File: src/rtl/parking_gate_arbiter.sv
// parking_gate_arbiter: round-robin owner of one shared entry/exit barrier, with lot occupancy tracking.
// Define GATE_TIMEOUT_EN to add the open-window timer and timeout_err_o pulse.
module parking_gate_arbiter #(
    parameter int CAPACITY    = 8,
    parameter int CNT_W       = 4,
    parameter int OPEN_CYCLES = 16
) (
    input  logic             clk_i,
    input  logic             reset_i,
    input  logic             entry_req_i,
    input  logic             entry_auth_i,
    input  logic             exit_req_i,
    input  logic             gate_clear_i,
    output logic             gate_open_o,
    output logic             grant_entry_o,
    output logic             grant_exit_o,
    output logic [CNT_W-1:0] occupancy_o,
    output logic             full_o,
    output logic             empty_o,
    output logic             timeout_err_o
);

    typedef enum logic [1:0] {IDLE, OPEN_IN, OPEN_OUT, CLOSE} state_e;

    localparam logic [CNT_W-1:0] CAP     = CNT_W'(CAPACITY);
    localparam logic [CNT_W-1:0] OCC_ONE = CNT_W'(1);

`ifdef GATE_TIMEOUT_EN
    localparam int               TMR_W    = $clog2(OPEN_CYCLES);
    localparam logic [TMR_W-1:0] TMR_LOAD = TMR_W'(OPEN_CYCLES - 1);
    localparam logic [TMR_W-1:0] TMR_ONE  = TMR_W'(1);

    logic [TMR_W-1:0] timer_q;
    logic             timeout_err_q;
`endif

    state_e           state_q;
    logic             last_entry_q;
    logic             gate_open_q;
    logic             grant_entry_q;
    logic             grant_exit_q;
    logic [CNT_W-1:0] occ_q;

    logic full_w;
    logic empty_w;
    logic entry_elig;
    logic exit_elig;
    logic pick_entry;

    assign full_w     = (occ_q == CAP);
    assign empty_w    = (occ_q == '0);
    assign entry_elig = entry_req_i && entry_auth_i && !full_w;
    assign exit_elig  = exit_req_i && !empty_w;
    // On a tie the side that did not win last time is served.
    assign pick_entry = entry_elig && (!exit_elig || !last_entry_q);

    always_ff @(posedge clk_i or posedge reset_i) begin
        if (reset_i) begin
            state_q       <= IDLE;
            last_entry_q  <= 1'b0;
            gate_open_q   <= 1'b0;
            grant_entry_q <= 1'b0;
            grant_exit_q  <= 1'b0;
            occ_q         <= '0;
`ifdef GATE_TIMEOUT_EN
            timer_q       <= '0;
            timeout_err_q <= 1'b0;
`endif
        end else begin
`ifdef GATE_TIMEOUT_EN
            timeout_err_q <= 1'b0;
`endif
            case (state_q)
                IDLE: begin
                    if (pick_entry) begin
                        state_q       <= OPEN_IN;
                        gate_open_q   <= 1'b1;
                        grant_entry_q <= 1'b1;
                        last_entry_q  <= 1'b1;
`ifdef GATE_TIMEOUT_EN
                        timer_q       <= TMR_LOAD;
`endif
                    end else if (exit_elig) begin
                        state_q       <= OPEN_OUT;
                        gate_open_q   <= 1'b1;
                        grant_exit_q  <= 1'b1;
                        last_entry_q  <= 1'b0;
`ifdef GATE_TIMEOUT_EN
                        timer_q       <= TMR_LOAD;
`endif
                    end
                end
                OPEN_IN, OPEN_OUT: begin
                    // A clear in the last open cycle beats the timer expiring.
                    if (gate_clear_i) begin
                        state_q       <= CLOSE;
                        gate_open_q   <= 1'b0;
                        grant_entry_q <= 1'b0;
                        grant_exit_q  <= 1'b0;
                        if (state_q == OPEN_IN) begin
                            if (!full_w) occ_q <= occ_q + OCC_ONE;
                        end else begin
                            if (!empty_w) occ_q <= occ_q - OCC_ONE;
                        end
                    end
`ifdef GATE_TIMEOUT_EN
                    else if (timer_q == '0) begin
                        state_q       <= CLOSE;
                        gate_open_q   <= 1'b0;
                        grant_entry_q <= 1'b0;
                        grant_exit_q  <= 1'b0;
                        timeout_err_q <= 1'b1;
                    end else begin
                        timer_q <= timer_q - TMR_ONE;
                    end
`endif
                end
                default: begin
                    state_q <= IDLE;
                end
            endcase
        end
    end

    assign gate_open_o   = gate_open_q;
    assign grant_entry_o = grant_entry_q;
    assign grant_exit_o  = grant_exit_q;
    assign occupancy_o   = occ_q;
    assign full_o        = full_w;
    assign empty_o       = empty_w;
`ifdef GATE_TIMEOUT_EN
    assign timeout_err_o = timeout_err_q;
`else
    assign timeout_err_o = 1'b0;
`endif

endmodule

File: config.mk
export PLATFORM = sky130hd
export DESIGN_NAME = parking_gate_arbiter
export DESIGN_NICKNAME = d
export VERILOG_FILES = /design/src/rtl/parking_gate_arbiter.sv
export SDC_FILE = /design/constraint.sdc
export NUM_CORES = 1
export LEC_CHECK = 0
export ABC_CLOCK_PERIOD_IN_PS = 3290
export CORE_MARGIN = 2
export CORE_UTILIZATION = 51
export CTS_CLUSTER_DIAMETER = 150
export CTS_CLUSTER_SIZE = 12
export DETAILED_ROUTE_END_ITERATION = 10
export GPL_TIMING_DRIVEN = 0
export PLACE_DENSITY = 0.81
export SETUP_SLACK_MARGIN = 0.5
export SLEW_MARGIN = 0
export SYNTH_ARGS = -nofsm -noshare
export SYNTH_HDL_FRONTEND = slang
export SYNTH_SLANG_ARGS = --single-unit
File: constraint.sdc
create_clock -name clk_i -period 3.29 [get_ports clk_i]
set_input_delay 0.329 -clock clk_i [delete_from_list [all_inputs] [get_ports clk_i]]
set_output_delay 0.329 -clock clk_i [all_outputs]
set_load 0.01 [all_outputs]
==> flow_metrics.py, run 1 <==
metrics = {
    "drt": {
        "drt_wl_total_um": 1240,
        "ant_nets": 0,
        "via_per_inst": 5.57,
        "wire_per_inst_um": 12.3,
        "drt_first_pass_iters": 4,
        "post-route-drc-count": 0,
        "drtIter0Drc": 9,
        "num_vias": 563,
    },
    "synthesis": {
        "synth_warnings": 0,
        "synth.distinct_cells": 31,
        "synth_seq_area_share_pct": 36.6,
        "ys_ff_latch": 10,
        "synth-edff-count": 0,
        "synth_area_um2": 684,
        "async_reset_ff_share_pct": 100,
        "postSynthCellCount": 68,
        "synth.avg_cell_area_um2": 10.1,
        "syn_nets": 80,
        "ys.flop_type": "dfrtp_1",
    },
    "clocking": {
        "cts_setup_buffers": 0,
        "cts_buffer_depth": 2,
        "ctsHoldBuffers": 0,
        "cts_buffers": 3,
        "clock-sinks": 10,
        "path_clk_slew_ns": 0.07,
        "clk_latency_ns": 0.27,
        "htree_levels": 1,
        "ctsResizeCount": 0,
        "cts_tree": "done",
        "cts-root-buf": "clkbuf_4",
    },
    "status": {
        "status": "finished clean",
    },
    "global_routing": {
        "grt_pass1_wl_um": 1850,
        "overflow": 0,
        "antenna_found_initial": 0,
        "track_usage_pct": 18.3,
        "grt_pass1_vias": 442,
        "grt_max_degree": 11,
    },
    "setup_path": {
        "critPathMaxFanout": 9,
        "critPathKind": "reg -> out",
        "cp-end-kind": "output port",
        "r2r-end": "grant_entry_o",
        "r2r_start": "occupancy_o[1]",
        "crit_chain": "nor4b_4 -> clkdlybuf4s50_1",
        "rrSetupSlack_ns": 1.44,
        "arrival_ns": 1.84,
        "cp.required_ns": 2.96,
        "cp_slowest_cell": "clkdlybuf4s50_1",
        "crit_family": "buffers and inverters",
        "critPathMaxStageDelay_ns": 0.61,
        "critPathBufInv": 1,
        "worstRegToRegCells": 4,
        "crit_path_start_kind": "flip-flop",
    },
    "timing": {
        "slew-limit-headroom_pct": 63.8,
        "tightest_slew_ns": 0.537,
        "setup_tns_ns": 0,
        "min_period_ns": 2.17,
        "rsz0062_at_grt": "no",
        "drv_slew": 0,
        "fmax_ghz": 0.461,
        "finalClockSkew_ns": 0.00156,
        "finalSetupViolCount": 0,
        "fin_crit_sh_pct": 65.9,
        "hold_viol_final": 0,
    },
    "power_and_ir_drop": {
        "combPwrFrac_pct": 57.7,
        "p_leak_uw": 0.000374,
        "vdd_ir_drop_max_uv": 515,
        "p_int_uw": 536,
        "p_per_area_mw_per_mm2": 1050,
        "switchingPower_uw": 386,
        "p_sw_share_pct": 41.8,
        "power_uw": 922,
        "p_seq_share_pct": 29.7,
        "clkPwrFrac_pct": 12.6,
    },
    "layout": {
        "final_common_cell": "clkdlybuf4s50_1",
        "n_antenna_cell": 0,
        "nets": 99,
        "syn2layout_area_growth_pct": 28.5,
        "drive_gt1_share_pct": 9.30,
        "final_cell_mix": "clkdlybuf4s50_1 (14), dfrtp_1 (10), nand2_1 (8)",
        "finalNonFillerCells": 101,
        "fill_cells": 99,
    },
    "die": {
        "initial_core_util_pct": 53.9,
        "die_y_um": 40.6,
        "ios": 16,
        "die_w_um": 40.6,
        "coreArea_mm2": 0.00127,
        "row_count": 13,
        "die-area_mm2": 0.00165,
    },
    "placement": {
        "dpl.hpwl_um": 931,
        "gp_congestion": 0.748,
        "dp_cells": 97,
        "port_buffers": 14,
    },
    "min_path": {
        "min_path_type": "in -> async",
    },
    "job": {
        "max_cap_viol_count": 0,
    },
}
sequential cells by signal, summed over array words and instances, names as in the netlist:
signal,flops
grant_entry_o,1
state_q,2
occupancy_o,4
gate_open_o,1
grant_exit_o,1
last_entry_q,1
kinds of logic after synthesis:
kind of cell / count (synthesis) / synth area share (%)
and+or+nand+nor: 21 / 17.4
AOI/OAI and AO/OA: 19 / 21.6
DFF: 10 / 36.6
buffers and inverters: 7 / 6.76
adders and majority gates: 6 / 12.1
xor gates and xnor gates: 4 / 5.12
other: 1 / 0.548
through the flow:
| stage | utilization (%) | worst slack (ns) | hold slack (ns) | area, µm² |
|---|---|---|---|---|
| floorplan | - | 1.53 | 0.169 | 684 |
| global placement | 66.5 | 1.42 | 0.474 | 843 |
| detailed placement | 66.5 | 1.41 | 0.477 | 843 |
| CTS | 69.3 | 1.10 | 0.343 | 880 |
| global route | 69.3 | 1.02 | 0.381 | 880 |
| finish | 69.3 | 1.12 | 0.330 | 880 |
worst reg2reg max path: cells and delay by family, from the launching register on:
| kind | cells | cell delay (ns) |
|---|---|---|
| and+or+nand+nor | 1 | 0.09 |
| DFF | 1 | 0.50 |
| AOI/OAI and AO/OA | 3 | 1.15 |
cell usage after synthesis (2+ instances only):
library cell / instances / area, µm²
a21oi_1: 5 / 25.0
o211ai_1: 2 / 15.0
o21ai_0: 2 / 10.0
xnor2_1: 3 / 26.3
nand3_1: 2 / 10.0
inv_1: 5 / 18.8
nand2_1: 8 / 30.0
dfrtp_1: 10 / 250
o2bb2ai_1: 3 / 26.3
nor2_1: 3 / 11.3
ha_1: 5 / 62.6
power groups by stage:
stage,Sequential [µW],Clock (µW),Combinational (µW)
after floorplan,285,0,353
final,274,116,532
after global routing,286,124,592
after detailed placement,276,0,534
after global placement,274,0,520
after CTS,273,121,535
layer usage:
metal | vias up | routed length (µm) | GRT usage (%)
met4 | 0 | 34 | 12.5
li1 | 278 | - | -
met2 | 12 | 555 | 25.4
met3 | 5 | 59 | 4.89
met5 | - | 0 | 0
met1 | 268 | 589 | 24.6
how the worst max path moves through the flow:
stage,startpoint,end,cells after the start
after floorplan,occupancy_o[1],grant_entry_o,4
after global placement,occupancy_o[1],full_o,2
after detailed placement,occupancy_o[0],full_o,3
after CTS,occupancy_o[1],full_o,2
after global routing,occupancy_o[1],full_o,2
final,occupancy_o[1],full_o,2
final cells by class:
| class | instances | area, µm² | area share [%] |
|---|---|---|---|
| flip-flops and latches | 10 | 250 | 28.4 |
| well taps | 15 | 18.8 | 2.13 |
| plain buffers | 2 | 27.5 | 3.13 |
| multi-input cells | 51 | 388 | 44.1 |
| clock buffers | 4 | 36.3 | 4.13 |
| repair buffers | 14 | 140 | 15.9 |
| inverters | 5 | 18.8 | 2.13 |
No activity file was read; power rests on OpenSTA's default activity.
==> run 2: changes to the inputs <==
--- a/config.mk
+++ b/config.mk
@@ -5,14 +5,14 @@
 export SDC_FILE = /design/constraint.sdc
 export NUM_CORES = 1
 export LEC_CHECK = 0
-export ABC_CLOCK_PERIOD_IN_PS = 3290
+export ABC_CLOCK_PERIOD_IN_PS = 2000
 export CORE_MARGIN = 2
-export CORE_UTILIZATION = 51
+export CORE_UTILIZATION = 47
 export CTS_CLUSTER_DIAMETER = 150
 export CTS_CLUSTER_SIZE = 12
 export DETAILED_ROUTE_END_ITERATION = 10
 export GPL_TIMING_DRIVEN = 0
-export PLACE_DENSITY = 0.81
+export PLACE_DENSITY = 0.76
 export SETUP_SLACK_MARGIN = 0.5
 export SLEW_MARGIN = 0
 export SYNTH_ARGS = -nofsm -noshare
==> constraint.sdc (replaced) <==
create_clock -name clk_i -period 2 [get_ports clk_i]
set_input_delay 0.2 -clock clk_i [delete_from_list [all_inputs] [get_ports clk_i]]
set_output_delay 0.2 -clock clk_i [all_outputs]
set_load 0.01 [all_outputs]
==> run 2 against run 1 <==
- combinational power rose to 3.2 times the previous value
- via count up 32%
- non-clock buffer count up 21
- die area up 7.7%
- clock power up 65%
- sequential share of layout area down 7.3 points
- cell area up 38%
- hold slack worse by 0.12 ns
- clock skew up 0.0079 ns
- cell count up 21%
- register-to-register slack worse by 1.1 ns
- critical path type is now reg -> reg
- critical endpoint is now grant_entry_o
- highest routed layer unchanged
==> flow_metrics.py, run 2 (synthesis gave the netlist of run 1 again) <==
metrics = {
    "setup_path": {
        "crit_path_start_kind": "flip-flop",
        "arrival_ns": 1.84,
        "cp.required_ns": 2.16,
        "worstRegToRegCells": 4,
        "critPathKind": "reg -> reg",
        "r2r_start": "occupancy_o[1]",
        "rrSetupSlack_ns": 0.31,
        "r2r-end": "grant_entry_o",
        "cp-end-kind": "flip-flop",
        "critPathCapture": "grant_entry_o",
        "critPathMaxFanout": 4,
        "startpoint": "occupancy_o[1]",
    },
    "timing": {
        "drv_slew": 0,
        "hold_viol_final": 0,
        "finalSetupViolCount": 0,
        "finalClockSkew_ns": 0.00942,
        "rsz0062_at_grt": "yes",
        "fmax_ghz": 0.593,
        "fin_crit_sh_pct": 84.3,
        "setup_tns_ns": 0,
        "fin_ws_ns": 0.314,
        "min_period_ns": 1.69,
    },
    "power_and_ir_drop": {
        "p_sw_share_pct": 43.2,
        "p_leak_uw": 0.000534,
        "combPwrFrac_pct": 72.8,
        "switchingPower_uw": 1010,
        "p_per_area_mw_per_mm2": 1930,
        "power_uw": 2340,
        "p_seq_share_pct": 19.0,
        "clkPwrFrac_pct": 8.2,
        "vdd_ir_drop_max_uv": 1310,
        "p_int_uw": 1330,
    },
    "job": {
        "max_cap_viol_count": 0,
    },
    "drt": {
        "num_vias": 741,
        "drtIter0Drc": 24,
        "via_per_inst": 6.07,
        "post-route-drc-count": 0,
        "wire_per_inst_um": 19.9,
        "drt_first_pass_iters": 4,
        "top_layer": "met4",
        "wl_met2_um": 1300,
        "ant_nets": 0,
        "met1_length_um": 912,
        "drt_wl_total_um": 2430,
        "wl_met3_um": 147,
    },
    "clocking": {
        "path_clk_slew_ns": 0.07,
        "clock-sinks": 10,
        "htree_levels": 1,
        "cts_buffer_depth": 2,
        "cts_tree": "done",
        "clk_latency_ns": 0.28,
        "cts_buffers": 3,
        "cts-root-buf": "clkbuf_4",
    },
    "layout": {
        "final_common_cell": "buf_4",
        "multiInputGateArea_um2": 534,
        "seqCellArea_um2": 256,
        "final_cell_mix": "buf_4 (19), clkdlybuf4s50_1 (9), nand2_1 (7), dfrtp_1 (5), dfrtp_2 (5)",
        "drive_gt1_share_pct": 51.4,
        "fill_cells": 51,
        "largest_reg_flops": 4,
        "n_antenna_cell": 0,
        "fin_util_pct": 90.9,
        "syn2layout_area_growth_pct": 77.1,
        "nets": 120,
    },
    "global_routing": {
        "track_usage_pct": 24.5,
        "grt_pass1_wl_um": 3150,
        "grt_max_degree": 11,
        "grt_pass1_vias": 669,
        "antenna_found_initial": 0,
        "overflow": 0,
    },
    "die": {
        "die-area_mm2": 0.00178,
        "die_w_um": 42.2,
        "ios": 16,
        "initial_core_util_pct": 51.3,
        "coreArea_mm2": 0.00133,
        "row_count": 13,
        "die_y_um": 42.2,
    },
    "placement": {
        "gp_congestion": 0.844,
        "pre_cts_slack_ns": 0.177,
        "port_buffers": 14,
        "dpl.hpwl_um": 1090,
    },
    "status": {
        "status": "finished clean",
    },
    "min_path": {
        "min_path_type": "in -> async",
    },
}
-- run 2: per-layer routing --
| layer | vias to the layer above | track usage (%) |
|---|---|---|
| li1 | 323 | - |
| met1 | 366 | 27.9 |
| met2 | 40 | 41.2 |
| met3 | 12 | 7.76 |
| met4 | 0 | 11.3 |
| met5 | - | 0 |
-- run 2: repair_timing --
item	in CTS	in global routing
endpoints found under the setup margin	13	13
setup buffers	15	6
gates cloned	0	0
hold buffers	0	0
gates resized for setup	22	22
pin swaps	8	9
-- run 2: layout make-up --
type,count,area share (%)
multi-input cells,51,44.1
repair buffers,35,26.2
flip-flops and latches,10,21.2
clock buffers,4,2.99
plain buffers,2,2.27
inverters,5,1.75
well taps,15,1.55
-- run 2: power groups by stage --
stage	sequential, µW	clock, µW	combinational, µW
after CTS	426	184	1290
after detailed placement	472	0	907
final	444	191	1700
after global routing	458	199	1800
after floorplan	477	0	594
after global placement	462	0	872
-- run 2: worst min path at each step --
stage | start | end | cells past startpoint
3_3_place_gp | gate_open_o | gate_open_o | 1
2_1_floorplan | reset_i | gate_open_o | 1
6_report | reset_i | last_entry_q | 2
4_1_cts | reset_i | last_entry_q | 2
3_5_place_dp | gate_open_o | gate_open_o | 1
5_1_grt | reset_i | last_entry_q | 2
-- run 2: critical path, cell delays in order, from the launching register on --
cell and delay (ns):
dfrtp_2 0.44, o41a_1 0.50, a211oi_4 0.28, nor2_1 0.08, a221o_1 0.27
-- run 2: through the flow --
step	cell area [µm²]	hold slack (ns)	std cells
after detailed placement	851	0.476	97
after global routing	1210	0.261	122
after CTS	1070	0.227	116
final	1210	0.212	122
after floorplan	692	0.0400	68
after global placement	851	0.484	97
==> run 3: changes to the inputs <==
--- a/config.mk
+++ b/config.mk
@@ -5,7 +5,7 @@
 export SDC_FILE = /design/constraint.sdc
 export NUM_CORES = 1
 export LEC_CHECK = 0
-export ABC_CLOCK_PERIOD_IN_PS = 2000
+export ABC_CLOCK_PERIOD_IN_PS = 1600
 export CORE_MARGIN = 2
 export CORE_UTILIZATION = 47
 export CTS_CLUSTER_DIAMETER = 150
==> constraint.sdc (replaced) <==
create_clock -name clk_i -period 1.6 [get_ports clk_i]
set_input_delay 0.16 -clock clk_i [delete_from_list [all_inputs] [get_ports clk_i]]
set_output_delay 0.16 -clock clk_i [all_outputs]
set_load 0.01 [all_outputs]
==> run 3 against run 2 <==
- the run now fails in 5_1_grt
- synthesized area unchanged
- synthesized cell count is the same
==> flow_metrics.py, run 3 <==
metrics = {
    "die": {
        "initial_core_util_pct": 51.3,
        "ios": 16,
        "row_count": 13,
        "die_y_um": 42.2,
        "die_w_um": 42.2,
    },
    "clocking": {
        "cts_buffer_depth": 2,
        "ctsHoldBuffers": 0,
        "cts_buffers": 3,
        "cts-root-buf": "clkbuf_4",
        "clock-sinks": 10,
        "htree_levels": 1,
    },
    "synthesis": {
        "synth-edff-count": 0,
        "postSynthCellCount": 68,
        "syn_nets": 80,
        "synth.avg_cell_area_um2": 10.1,
        "synthMostInstantiatedCell": "dfrtp_1",
        "ys_ff_latch": 10,
        "yosys-top-cells-count": "dfrtp_1 (10), nand2_1 (8), a21oi_1 (5), ha_1 (5), inv_1 (5)",
        "async_reset_ff_share_pct": 100,
        "synth_area_um2": 684,
        "synth_top_area_cell": "dfrtp_1",
        "synth.distinct_cells": 31,
        "ys.flop_type": "dfrtp_1",
        "synth_area_leaders": "dfrtp_1 (37%), ha_1 (9.1%), nand2_1 (4.4%)",
        "netlist.area_leader.share_pct": 36.6,
        "synth_seq_area_share_pct": 36.6,
        "synth_warnings": 0,
    },
    "status": {
        "status": "did not finish",
        "error_line": "[ERROR DPL-0038] Utilization greater than 100%, impossible to legalize",
        "stop_stage": "5_1_grt",
    },
    "timing": {
        "grt_worst_setup_endpoint": "grant_exit_o$_DFFE_PP0P_/D",
        "worst_path_end_type": "register input",
    },
    "global_routing": {
        "grt_max_degree": 11,
    },
    "placement": {
        "gp_congestion": 0.743,
        "dpl.hpwl_um": 1030,
        "pre_cts_slack_ns": -0.163,
        "port_buffers": 14,
    },
}
-- run 3: kinds of logic after synthesis --
| kind of cell | Yosys count | share of synthesized area [%] |
|---|---|---|
| compound gates | 19 | 21.6 |
| buf+inv | 7 | 6.76 |
| simple gates | 21 | 17.4 |
| other cells | 1 | 0.548 |
| xor+xnor | 4 | 5.12 |
| fa+ha+maj | 6 | 12.1 |
| flops | 10 | 36.6 |
-- run 3: through the flow --
stage               hold slack, ns  instances  cell area (µm²)  setup TNS, ns
CTS                          0.176        122             1160         -0.340
detailed placement           0.470         97              867         -0.741
global placement             0.467         97              867         -0.577
floorplan               -0.0000243         68              708         -0.111
-- run 3: repair_timing --
item,CTS
resized for setup,54
buffers inserted,21
endpoints found under the setup margin,19
cloned,0
pin swaps,16
==> run 4: changes to the inputs <==
==> config.mk (replaced) <==
export PLATFORM = sky130hd
export DESIGN_NAME = parking_gate_arbiter
export DESIGN_NICKNAME = d
export VERILOG_FILES = /design/src/rtl/parking_gate_arbiter.sv
export SDC_FILE = /design/constraint.sdc
export NUM_CORES = 1
export LEC_CHECK = 0
export ABC_CLOCK_PERIOD_IN_PS = 1600
export CORE_AREA = 2 2 63 65
export DETAILED_ROUTE_END_ITERATION = 10
export DIE_AREA = 0 0 65 67
export GPL_TIMING_DRIVEN = 0
export PLACE_DENSITY_LB_ADDON = 0.15
export SLEW_MARGIN = 0
export SYNTH_ARGS = -nofsm -noshare
export SYNTH_HDL_FRONTEND = slang
export SYNTH_SLANG_ARGS = --single-unit
==> run 4 against run 3 <==
- the flow now finishes, with violations (negative setup slack)
==> flow_metrics.py, run 4 (synthesis gave the netlist of run 1 again) <==
metrics = {
    "placement": {
        "dpl_cell_area_um2": 892,
        "pre_cts_slack_ns": -0.227,
        "dp_cells": 130,
        "gp_congestion": 0.758,
        "dpl.hpwl_um": 1150,
        "port_buffers": 14,
    },
    "layout": {
        "syn2layout_area_growth_pct": 65.3,
        "final_common_cell": "buf_4",
        "n_antenna_cell": 0,
        "final_cell_mix": "buf_4 (18), clkdlybuf4s50_1 (11), nand2_1 (7), dfrtp_1 (5), dfrtp_2 (5)",
        "drive_gt1_share_pct": 42.7,
        "finalNonFillerCells": 151,
        "nets": 116,
        "fin_area_mm2": 0.00113,
        "largest_reg_flops": 4,
        "fin_util_pct": 31.4,
        "fill_cells": 386,
    },
    "power_and_ir_drop": {
        "vdd_ir_drop_max_uv": 498,
        "p_leak_uw": 0.000469,
        "p_per_area_mw_per_mm2": 2140,
    },
    "setup_path": {
        "crit_chain": "buf_6 -> nor4b_4 -> buf_4 -> a211oi_4 -> buf_4 -> or3_4 -> nand3_1",
        "cp.required_ns": 1.77,
        "crit_path_start_kind": "flip-flop",
        "critPathBufInv": 3,
        "cp-end-kind": "flip-flop",
        "cp_slowest_cell": "dfrtp_2",
        "critPathMaxFanout": 4,
        "cpMostUsedCell": "buf_4",
        "critPathKind": "reg -> reg",
        "crit_family": "simple AND/OR/NAND/NOR gates",
        "arrival_ns": 1.85,
        "critPathMaxStageDelay_ns": 0.44,
    },
    "global_routing": {
        "use_met2_pct": 14.2,
        "grt_max_degree": 11,
        "gr-usage-met1_pct": 10.1,
        "track_usage_pct": 8.54,
        "grt_pass1_vias": 597,
        "overflow": 0,
        "grt_pass1_wl_um": 2760,
        "met3_usage_pct": 2.53,
        "grt.busiest_layer": "met2",
        "antenna_found_initial": 0,
    },
    "drt": {
        "ant_nets": 0,
        "drtIter0Drc": 32,
        "num_vias": 624,
        "post-route-drc-count": 0,
        "wire_per_inst_um": 12.0,
        "via_per_inst": 4.13,
        "drt_wl_total_um": 1810,
        "drt_first_pass_iters": 4,
    },
    "timing": {
        "fmax_ghz": 0.597,
        "min_period_ns": 1.68,
        "hold_ws_ns": 0.217,
        "finalClockSkew_ns": 0.00107,
        "finalSetupViolCount": 4,
        "fin_crit_sh_pct": 105,
        "rsz0062_at_grt": "yes",
        "fin_ws_ns": -0.0754,
        "drv_slew": 0,
        "hold_viol_final": 0,
    },
    "die": {
        "ios": 16,
        "row_count": 22,
        "initial_core_util_pct": 19.0,
        "die_y_um": 67,
        "die_w_um": 65,
        "coreArea_mm2": 0.00361,
        "die-area_mm2": 0.00436,
    },
    "clocking": {
        "clock-sinks": 10,
        "cts-root-buf": "clkbuf_8",
        "cts_buffers": 3,
        "clk_latency_ns": 0.23,
        "path_clk_slew_ns": 0.05,
        "htree_levels": 1,
        "cts_buffer_depth": 2,
        "cts_tree": "done",
    },
    "status": {
        "failed_checks": "negative setup slack",
        "status": "finished with violations",
    },
    "job": {
        "max_cap_viol_count": 0,
    },
    "min_path": {
        "min_path_type": "in -> async",
    },
}
-- run 4: metrics by stage --
step	total power, µW	TNS [ns]
floorplan	1340	-0.136
global placement	1730	-1.24
detailed placement	1720	-1.18
CTS	2250	-0.298
global route	2610	-0.495
finish	2430	-0.259
-- run 4: area by class of cell --
type / count / area [µm²] / area share, %
multi-input cells: 51 / 473 / 41.8
repair buffers: 32 / 268 / 23.7
flip-flops and latches: 10 / 256 / 22.7
well taps: 48 / 60.1 / 5.31
clock buffers: 4 / 45.0 / 3.98
inverters: 5 / 21.3 / 1.88
plain buffers: 1 / 7.51 / 0.664
-- run 4: what timing repair did --
item | 4_1_cts | 5_1_grt
resized for setup | 16 | 12
pin swaps | 7 | 5
setup buffers | 10 | 8
hold buffers | 0 | 0
setup endpoints to repair | 9 | 8
-- run 4: metal layers --
metal / wire [µm] / share of wire, % / vias up
li1: - / - / 311
met1: 834 / 46 / 299
met2: 889 / 49 / 12
met3: 74 / 4.1 / 2
met4: 10 / 0.55 / 0
met5: 0 / 0 / -
-- run 4: worst register-to-register path: cells and delay by family (launching register included) --
family | cells | cell delay, ns
and+or+nand+nor | 3 | 0.65
buffers and inverters | 3 | 0.46
AOI/OAI and AO/OA | 1 | 0.05
DFF | 1 | 0.44
-- run 4: power breakdown --
part	switching, µW	internal [µW]	total (µW)
sequential	164	400	564
combinational	733	855	1590
clock	100	175	275
total	997	1430	2430
-- run 4: final timing paths --
| kind | endpoint | slack (ns) | cells past startpoint | start |
|---|---|---|---|---|
| max | grant_exit_o | -0.08 | 7 | occupancy_o[2] |
| min | grant_exit_o | 0.22 | 2 | reset_i |
| max reg2reg | grant_exit_o | -0.08 | 7 | occupancy_o[2] |
| min reg2reg | gate_open_o | 0.51 | 1 | gate_open_o |
| max in group asynchronous | state_q[0] | 1.07 | 2 | reset_i |
| min in group clk_i | gate_open_o | 0.51 | 1 | gate_open_o |
